`src/rtl/uart_tx.sv`:
```
// UART transmitter: 8N1 serial framing, LSB first, byte-level valid/ready handshake.
// Define UART_TX_PARITY_EN to insert an even-parity bit between the data bits and the stop bit.
module uart_tx #(
    parameter int clk_freq  = 50000000,
    parameter int baud_rate = 19200
) (
    input  logic       clk,
    input  logic       rst,
    input  logic [7:0] tx_data_in,
    input  logic       tx_valid,
    output logic       tx_ready,
    output logic       tx,
    output logic       tx_busy
);

    localparam int          clock_divide = clk_freq / baud_rate;
    localparam logic [11:0] last_cnt     = 12'(clock_divide - 1);

`ifdef UART_TX_PARITY_EN
    typedef enum logic [2:0] {
        ST_IDLE   = 3'd0,
        ST_START  = 3'd1,
        ST_DATA   = 3'd2,
        ST_PARITY = 3'd3,
        ST_STOP   = 3'd4
    } state_t;

    function automatic logic even_parity(input logic [7:0] d);
        return ^d;
    endfunction
`else
    typedef enum logic [2:0] {
        ST_IDLE  = 3'd0,
        ST_START = 3'd1,
        ST_DATA  = 3'd2,
        ST_STOP  = 3'd4
    } state_t;
`endif

    state_t      state_r;
    state_t      state_nxt_s;
    logic [11:0] cnt_r;
    logic [11:0] cnt_nxt_s;
    logic [2:0]  idx_r;
    logic [2:0]  idx_nxt_s;
    logic [7:0]  shift_r;
    logic [7:0]  shift_nxt_s;
    logic        tx_r;
    logic        tx_nxt_s;
    logic        bit_end_s;
    logic        accept_s;

    assign tx_ready = (state_r == ST_IDLE) && !rst;
    assign tx_busy  = (state_r != ST_IDLE);
    assign tx       = tx_r;
    assign accept_s = tx_valid && tx_ready;

    // Next-state, bit-period counter, bit index and next line level.
    always_comb begin
        state_nxt_s = state_r;
        cnt_nxt_s   = cnt_r + 12'd1;
        idx_nxt_s   = idx_r;
        shift_nxt_s = shift_r;
        bit_end_s   = (cnt_r == last_cnt);
        case (state_r)
            ST_IDLE: begin
                cnt_nxt_s = 12'd0;
                idx_nxt_s = 3'd0;
                if (accept_s) begin
                    state_nxt_s = ST_START;
                    shift_nxt_s = tx_data_in;
                end else begin
                    state_nxt_s = ST_IDLE;
                end
            end
            ST_START: begin
                if (bit_end_s) begin
                    state_nxt_s = ST_DATA;
                    cnt_nxt_s   = 12'd0;
                end else begin
                    state_nxt_s = ST_START;
                end
            end
            ST_DATA: begin
                if (bit_end_s) begin
                    cnt_nxt_s = 12'd0;
                    // index wraps back to 0 as the last data bit is left
                    idx_nxt_s = idx_r + 3'd1;
                    if (idx_r == 3'd7) begin
`ifdef UART_TX_PARITY_EN
                        state_nxt_s = ST_PARITY;
`else
                        state_nxt_s = ST_STOP;
`endif
                    end else begin
                        state_nxt_s = ST_DATA;
                    end
                end else begin
                    state_nxt_s = ST_DATA;
                end
            end
`ifdef UART_TX_PARITY_EN
            ST_PARITY: begin
                if (bit_end_s) begin
                    state_nxt_s = ST_STOP;
                    cnt_nxt_s   = 12'd0;
                end else begin
                    state_nxt_s = ST_PARITY;
                end
            end
`endif
            ST_STOP: begin
                if (bit_end_s) begin
                    state_nxt_s = ST_IDLE;
                    cnt_nxt_s   = 12'd0;
                end else begin
                    state_nxt_s = ST_STOP;
                end
            end
            default: begin
                state_nxt_s = ST_IDLE;
                cnt_nxt_s   = 12'd0;
                idx_nxt_s   = 3'd0;
            end
        endcase

        // line level is derived from the state being entered so tx stays a plain flop
        case (state_nxt_s)
            ST_IDLE:   tx_nxt_s = 1'b1;
            ST_START:  tx_nxt_s = 1'b0;
            ST_DATA:   tx_nxt_s = shift_nxt_s[idx_nxt_s];
`ifdef UART_TX_PARITY_EN
            ST_PARITY: tx_nxt_s = even_parity(shift_nxt_s);
`endif
            ST_STOP:   tx_nxt_s = 1'b1;
            default:   tx_nxt_s = 1'b1;
        endcase
    end

    // State, counter, index, shift register and registered line output.
    always_ff @(posedge clk or posedge rst) begin
        if (rst) begin
            state_r <= ST_IDLE;
            cnt_r   <= 12'd0;
            idx_r   <= 3'd0;
            shift_r <= 8'd0;
            tx_r    <= 1'b1;
        end else begin
            state_r <= state_nxt_s;
            cnt_r   <= cnt_nxt_s;
            idx_r   <= idx_nxt_s;
            shift_r <= shift_nxt_s;
            tx_r    <= tx_nxt_s;
        end
    end

endmodule
```
`config.mk`:
```
export PLATFORM = sky130hd
export DESIGN_NAME = uart_tx
export DESIGN_NICKNAME = d
export VERILOG_FILES = /design/src/rtl/uart_tx.sv
export SDC_FILE = /design/constraint.sdc
export NUM_CORES = 1
export LEC_CHECK = 0
export ABC_CLOCK_PERIOD_IN_PS = 4600
export BUFFER_PORTS_ARGS = -buffer_cell sky130_fd_sc_hd__buf_4
export CELL_PAD_IN_SITES_DETAIL_PLACEMENT = 1
export CELL_PAD_IN_SITES_GLOBAL_PLACEMENT = 2
export CORE_ASPECT_RATIO = 1.1
export CORE_MARGIN = 5
export CORE_UTILIZATION = 39
export DETAILED_ROUTE_END_ITERATION = 10
export PLACE_DENSITY_LB_ADDON = 0.1
export SLEW_MARGIN = 30
export SYNTH_ARGS = -nofsm -noshare
export SYNTH_HDL_FRONTEND = slang
export SYNTH_SLANG_ARGS = --single-unit
export TNS_END_PERCENT = 5
```
`constraint.sdc`:
```
create_clock -name clk -period 4.6 [get_ports clk]
set_clock_uncertainty 0.15 [all_clocks]
set_input_delay 0.46 -clock clk [delete_from_list [all_inputs] [get_ports clk]]
set_output_delay 0.46 -clock clk [all_outputs]
set_load 0.02 [all_outputs]
```
# Word level (Yosys, flattened, before mapping)
# Cells that the tools add are included.
# classes
n_eq_ne	7
reduce_logical	7
order_cmp	1
multipliers	0
add_sub_neg	2
n_div	0
n_bitwise	0
shift	0
muxes	15
# ops
operator	count
2-to-1 mux 12 bit	2
2-to-1 mux 8 bit	2
adder 12 x 1 -> 12 bit (second input constant)	1
== test 12 bit (second input constant)	1
2-to-1 mux 3 bit	4
case mux 3 bit (4 select lines)	1
== test 3 x 1 -> 1 bit (second input constant)	2
== test 3 x 2 -> 1 bit (second input constant)	2
== test 3 bit (second input constant)	2
case mux 3 bit (2 select lines)	1
less-than comparator 3 x 4 -> 1 bit (second input constant)	1
adder 3 x 1 -> 3 bit (second input constant)	1
binary-select mux 1 bit (select 3 bit)	1
logical NOT 3 bit	1
nonzero test 3 bit	1
OR reduction 3 bit	1
logical AND 1 bit	2
2-to-1 mux 1 bit	2
2-to-1 mux 2 bit	1
case mux 1 bit (2 select lines)	1
OR reduction 2 bit	1
logical NOT 1 bit	1
# totals
mem_bits_rw	0
out_inout_bits	3
memories	0
romBits	0
latchBits	0
wordCells	37
inputBits	11
reg_bits	27

# Depth between registers and ports, before layout
# Gate-level depths: netlist (run 1).
# logic_depth
depth_word	8
mapped_depth	9
depth_no_buf	8

# Least setup slack after synthesis (run 1)
# OpenSTA, ideal clock, no wires.
# synth_timing
kind	reg-to-reg
from	register cnt_r[0]
to	register tx_r, in the netlist tx
path_buffers	1
setup_time_ps	60
t_arrival_ps	2034
setup_slack_ps	2355
t_required_ps	4390
stages_incl_launch_ff	10
period_less_slack_ps	2245
cell_sequence	dfrtp_1 ha_1 and4b_1 and3_1 buf_6 xnor2_4 o311a_1 a211o_2 o311ai_1 o211a_1
# synth_via
elab_chain_len	6
elab_cells_between_ends	12
cone_classes	eq/ne: 3; mux: 9
# synth_lines
item	line	rtl
from (decl)	42	logic [11:0] cnt_r;
from (signal assigned)	150	cnt_r <= cnt_nxt_s;
== test 12 bit *	64	bit_end_s = (cnt_r == last_cnt);
2-to-1 mux 3 bit	85	if (bit_end_s) begin
case mux 3 bit (2 select lines)	65	case (state_r)
binary-select mux 1 bit (select 3 bit)	131	ST_DATA: tx_nxt_s = shift_nxt_s[idx_nxt_s];
2-to-1 mux 1 bit (implied by the code)	131	
case mux 1 bit (2 select lines) *	128	case (state_nxt_s)
named net tx_nxt_s	49	logic tx_nxt_s;
to (signal assigned)	153	tx_r <= tx_nxt_s;
to (decl)	48	logic tx_r;
# The timed path passes the listed nets; every way through them passes the cells marked *. The select of a mux whose other input is x is not followed.

# Worst setup path in the final report (run 1)
# layout_timing
from	register cnt_r[0]
to	register tx_r, in the netlist tx
# layout_via
elab_chain_len	6
elab_cells_between_ends	12
cone_classes	eq/ne: 3; mux: 9
# layout_lines
item	line	rtl
== test 12 bit	64	
2-to-1 mux 3 bit	85	
case mux 3 bit (2 select lines)	65	
named net idx_nxt_s[0]	45	logic [2:0] idx_nxt_s;
binary-select mux 1 bit (select 3 bit)	131	
2-to-1 mux 1 bit (implied by the code)	131	
case mux 1 bit (2 select lines)	128	
named net tx_nxt_s	49	
# The timed path passes the listed nets, and every way through them passes these cells. The select of a mux whose other input is x is not followed.

==> impl_metrics.ini, run 1 <==
[finish]
final_layout_size_suffix_gt1_frac = 0.1796
final_common_cell = nand2_1
most-common-layout-cells = nand2_1, dfrtp_1, nor2_1, buf_4
final_area_um2 = 1648
finalCoreUtilization = 0.4474
fill_cells = 457
seqCellArea_um2 = 676.9
nets = 182
antenna_cells = 0
area_growth_pct = 10.21
multi_input_area_um2 = 726.9
fin_cells = 217

[critical_path]
rr_worst_depth = 8
slowest_delay_ns = 0.42
cp_num_buf_inv = 0
crit_type = register to register
critPathSlowestCell = dfrtp_1
critPathRequiredTime_ns = 4.67
critPathLaunch = cnt_r[0]
r2r_end = tx
arrival_ns = 2.53
worstPathCellList = ha_1 > and4b_1 > and3_1 > xnor2_4 > o31ai_4 > a211oi_1 > o311ai_1 > o211a_1
crit_path_end_kind = register
endpoint = tx
regToRegStartpoint = cnt_r[0]
start_kind = register
cp_max_fo = 5
r2r_slack_ns = 2.15
cp_top_family = compound AO/OA/AOI/OAI gates
path_depth = 8

[global_routing]
overflow = 0
grtUsageTotal = 0.1337
gr-usage-met3 = 0.02670
grt_pass1_wl_mm = 5.492
gr-usage-met1 = 0.1859
grt_start_max_net_pins = 28
antenna_found_initial = 0
grt.busiest_layer = met2
grtUsageMet2 = 0.2076
grt_pass1_vias = 1116

[logic_synthesis]
seq_area_frac_synth = 0.4527
syn_area_um2 = 1495
syn_inst = 155
synth-async-reset-ratio = 1.000
synth_cell_types = 43
yosys_warnings = 0
syn_nets = 169
synth_edf_count = 0
syn_area_per_cell_um2 = 9.646
ys_seq_elements = 27
ys.flop_type = dfrtp_1

[placement]
dp_slack_ns = 2.123
hpwl_mm = 2.334
place_area_um2 = 1602
dpl.cell_count = 213
port_buffers = 13
place_congestion = 0.8061

[timing]
max_freq_mhz = 407.3
timing.final.ws_setup_ns = 2.145
tightestPinTransition_ns = 0.5604
period_share = 0.5337
tns_ns = 0
period_needed_ns = 2.455
grt_setup_unrepaired = false
drv_slew = 0
max-slew-margin-rel = 0.6259
hold_viol = 0
whs_ns = 0.09460
setup_viol_count_final = 0

[power_and_ir_drop]
p_clk_frac = 0.236
peakVddDrop_mv = 0.1892
p_comb_frac = 0.209
seq_power_share = 0.554
intPower_uw = 396.7
p_leak_nw = 0.7657
powerDensity_nw_per_um2 = 347.6
p_switching_uw = 176.0
swShare = 0.3074
p_total_uw = 572.7

[floorplan]
fp.dieW_um = 69.04
rows = 23
initial_core_util = 0.4059
io_pins = 14
die_h_um = 74.94
die_area_um2 = 5173
core_um2 = 3684

[clocking]
clkSlewWorstSetupHoldPaths_ns = 0.09
cts_made_buffers = 3
htreeDepth = 1
cts_hold_buf = 0
cts_resized = 0
cts_tree = yes
post_cts.repair.setup_buffers = 0
cts.sinks = 27
clock_latency_ns = 0.27
root_buffer = clkbuf_8
cts_buffer_depth = 2

[min_path]
hp-class = input pin to asynchronous set/reset pin

[detailed_routing]
drtIter0Drc = 61
num_vias = 1087
finalWirelength_mm = 3.073
wl_per_cell_um = 14.16
vias_per_cell = 5.009
remaining_drc_errors = 0
postRouteAntennaNets = 0
firstDrtPassIters = 3

[flow_run]
maxCapViolations = 0

[outcome]
outcome = finished clean
power groups by stage:
| stage | clock (mW) | sequential [mW] | combinational, mW |
|---|---|---|---|
| floorplan | 0 | 0.311 | 0.0924 |
| global placement | 0 | 0.319 | 0.120 |
| detailed placement | 0 | 0.323 | 0.124 |
| CTS | 0.142 | 0.318 | 0.124 |
| global route | 0.157 | 0.322 | 0.140 |
| finish | 0.135 | 0.318 | 0.120 |
worst min path at each step:
| stage | from | end |
|---|---|---|
| after floorplan | shift_r[4] | shift_r[4] |
| after global placement | shift_r[6] | shift_r[6] |
| after detailed placement | shift_r[4] | shift_r[4] |
| after CTS | rst | state_r[0] |
| after global routing | rst | state_r[0] |
| final | rst | state_r[0] |
metal layers:
layer / routed length, um / vias to the layer above
met4: 46 / 0
met5: 0 / -
met2: 1377 / 12
met3: 86 / 5
met1: 1562 / 523
li1: - / 547
state kept, by name, summed over array words and instances (netlist names):
signal,count
state_r,3
tx,1
idx_r,3
shift_r,8
cnt_r,12
synthesized netlist by cell type (2+ instances only):
cell type  instances  share of area
a21oi_1            5          0.017
a31oi_1            2         0.0084
and3_1             3          0.013
buf_6              2          0.015
clkbuf_8           2          0.018
dfrtp_1           26           0.44
ha_1               3          0.025
inv_1              8          0.020
mux2i_1            3          0.020
nand2_1           28          0.070
nand2b_1           2         0.0084
nand3_1            8          0.027
nand4b_1           2          0.012
nor2_1            21          0.053
nor3b_1            2          0.010
o211ai_1           2          0.010
o21ai_0            2         0.0067
xnor2_1            2          0.012
xor2_1             8          0.047
final cells by class:
type,instances,share of cell area
Timing Repair Buffer,14,0.06378
Multi-Input combinational cell,114,0.4412
Clock buffer,3,0.02506
Inverter,8,0.01822
Clock inverter,1,0.003037
Tap cell,50,0.03797
Sequential cell,27,0.4108
cells by family (layout without fill, tap and decap cells):
logic type | Yosys count | after routing | synth area share
AOI/OAI and AO/OA | 19 | 19 | 0.09958
xor gates and xnor gates | 11 | 11 | 0.07699
adders and majority gates | 3 | 3 | 0.02511
buffers and inverters | 14 | 26 | 0.06109
DFF | 27 | 27 | 0.4527
muxes | 3 | 3 | 0.02008
and+or+nand+nor | 78 | 78 | 0.2644
Power figures use the tool's default switching activity.
==> run 2, diff against run 1 <==
--- a/config.mk
+++ b/config.mk
@@ -5,13 +5,13 @@
 export SDC_FILE = /design/constraint.sdc
 export NUM_CORES = 1
 export LEC_CHECK = 0
-export ABC_CLOCK_PERIOD_IN_PS = 4600
+export ABC_CLOCK_PERIOD_IN_PS = 2570
 export BUFFER_PORTS_ARGS = -buffer_cell sky130_fd_sc_hd__buf_4
 export CELL_PAD_IN_SITES_DETAIL_PLACEMENT = 1
 export CELL_PAD_IN_SITES_GLOBAL_PLACEMENT = 2
 export CORE_ASPECT_RATIO = 1.1
 export CORE_MARGIN = 5
-export CORE_UTILIZATION = 39
+export CORE_UTILIZATION = 37
 export DETAILED_ROUTE_END_ITERATION = 10
 export PLACE_DENSITY_LB_ADDON = 0.1
 export SLEW_MARGIN = 30
==> constraint.sdc (replaced) <==
create_clock -name clk -period 2.57 [get_ports clk]
set_clock_uncertainty 0.15 [all_clocks]
set_input_delay 0.257 -clock clk [delete_from_list [all_inputs] [get_ports clk]]
set_output_delay 0.257 -clock clk [all_outputs]
set_load 0.02 [all_outputs]
==> run 2 against run 1 <==
Worst setup slack lost 2.0 ns; global-route usage shrank 0.18 points; non-clock buffer count grew 6; critical path type unchanged; critical endpoint unchanged; largest cell class unchanged; largest power group unchanged; highest routed layer unchanged.
==> impl_metrics.ini, run 2 (same netlist as run 1, synthesis figures left out) <==
[detailed_routing]
firstDrtPassIters = 4
wl_per_cell_um = 14.26
vias_per_cell = 5.018
finalWirelength_mm = 3.209
remaining_drc_errors = 0
postRouteAntennaNets = 0
drtIter0Drc = 68
num_vias = 1129

[floorplan]
fp.dieW_um = 70.61
die_area_um2 = 5414
initial_core_util = 0.3801
core_um2 = 3934
die_h_um = 76.67
io_pins = 14
rows = 24

[power_and_ir_drop]
powerDensity_nw_per_um2 = 613.2
peakVddDrop_mv = 0.3078
p_total_mw = 1.046
p_leak_nw = 0.7932

[placement]
dp_slack_ns = 0.06758
port_buffers = 13
hpwl_mm = 2.388
place_congestion = 0.7588
dpl.cell_count = 218
place_area_um2 = 1627

[clocking]
cts_buffer_depth = 2
clock_latency_ns = 0.27
cts_made_buffers = 3
cts_tree = yes
clkSlewWorstSetupHoldPaths_ns = 0.09
cts.sinks = 27
root_buffer = clkbuf_8
htreeDepth = 1

[finish]
largest_register = cnt_r
most-common-layout-cells = nand2_1, dfrtp_1, nor2_1, buf_4
final_area_um2 = 1705
multi_input_area_um2 = 734.5
fin_cells = 225
largest_reg_flops = 12
fill_cells = 453
seqCellArea_um2 = 676.9
finalCoreUtilization = 0.4335
antenna_cells = 0
final_layout_size_suffix_gt1_frac = 0.2081
nets = 188
reg.largest.list = cnt_r x12, shift_r x8
final_common_cell = nand2_1
area_growth_pct = 14.06

[global_routing]
overflow = 0
antenna_found_initial = 0
grt_pass1_vias = 1232
grtUsageTotal = 0.1319
grt_start_max_net_pins = 28
grt_pass1_wl_mm = 5.727

[critical_path]
critPathRequiredTime_ns = 2.64
cp_top_family = compound AO/OA/AOI/OAI gates
crit_type = register to register
crit_path_end_kind = register
arrival_ns = 2.52
worstPathCellList = ha_2 > and4b_1 > and3_4 > xnor2_4 > o31ai_4 > a211oi_1 > o311ai_1 > o211a_1
critPathSlowestCell = dfrtp_1
slowest_delay_ns = 0.42
cp_num_buf_inv = 0
cp_max_fo = 5
start_kind = register

[timing]
setup_viol_count_final = 0
tightestPinTransition_ns = 0.4768
drv_slew = 0
max_freq_mhz = 409.4
tns_ns = 0
hold_viol = 0
timing.final.ws_setup_ns = 0.1275
max-slew-margin-rel = 0.6814
grt_setup_unrepaired = false
period_share = 0.9504
period_needed_ns = 2.443
whs_ns = 0.01452

[min_path]
hp-class = input pin to register

[flow_run]
maxCapViolations = 0

[outcome]
outcome = finished clean
-- run 2: changes by cell type in the layout (fill, tap and decap cells not counted), sizes merged --
cell	delta
buf	+5
dlygate4sd3	+1
-- run 2: tightest hold or removal path: cells and delay by family --
kind	cells	cell delay [ns]
buffers and inverters	1	0.08
and+or+nand+nor	2	0.08
-- run 2: layer usage --
metal,wire (um),up-vias,global-route usage
li1,-,555,-
met1,1484,557,0.1713
met2,1580,12,0.2172
met3,97,5,0.02745
met4,46,0,0.04511
met5,0,-,0
-- run 2: cell type report --
type | instances | area share
multi-input cells | 114 | 0.4307
clock buffers | 3 | 0.02421
repair buffers | 20 | 0.08951
inverters | 8 | 0.01761
flip-flops and latches | 27 | 0.3969
well taps | 52 | 0.03815
clock inverters | 1 | 0.002935
-- run 2: repair_timing --
item | in CTS | in global routing
setup endpoints to repair | 0 | 1
endpoints found under the hold margin | 26 | 0
hold buffers | 1 | 0
setup buffers | 0 | 2
resized for setup | 0 | 3
-- run 2: path summary, 6_finish.rpt --
check | from | endpoint | slack [ns] | cells past startpoint
worst min register to register | shift_r[6] | shift_r[6] | 0.34 | 2
max in group asynchronous | rst | tx | 1.51 | 4
min in group asynchronous | rst | state_r[0] | 0.45 | 4
worst max-delay path | cnt_r[0] | tx | 0.13 | 8
worst min-delay path | tx_data_in[1] | shift_r[1] | 0.01 | 3
worst max register to register | cnt_r[0] | tx | 0.13 | 8
-- run 2: report_power, final --
part / internal, mW / switching (mW)
combinational: 0.112 / 0.121
clock: 0.109 / 0.138
sequential: 0.502 / 0.0627
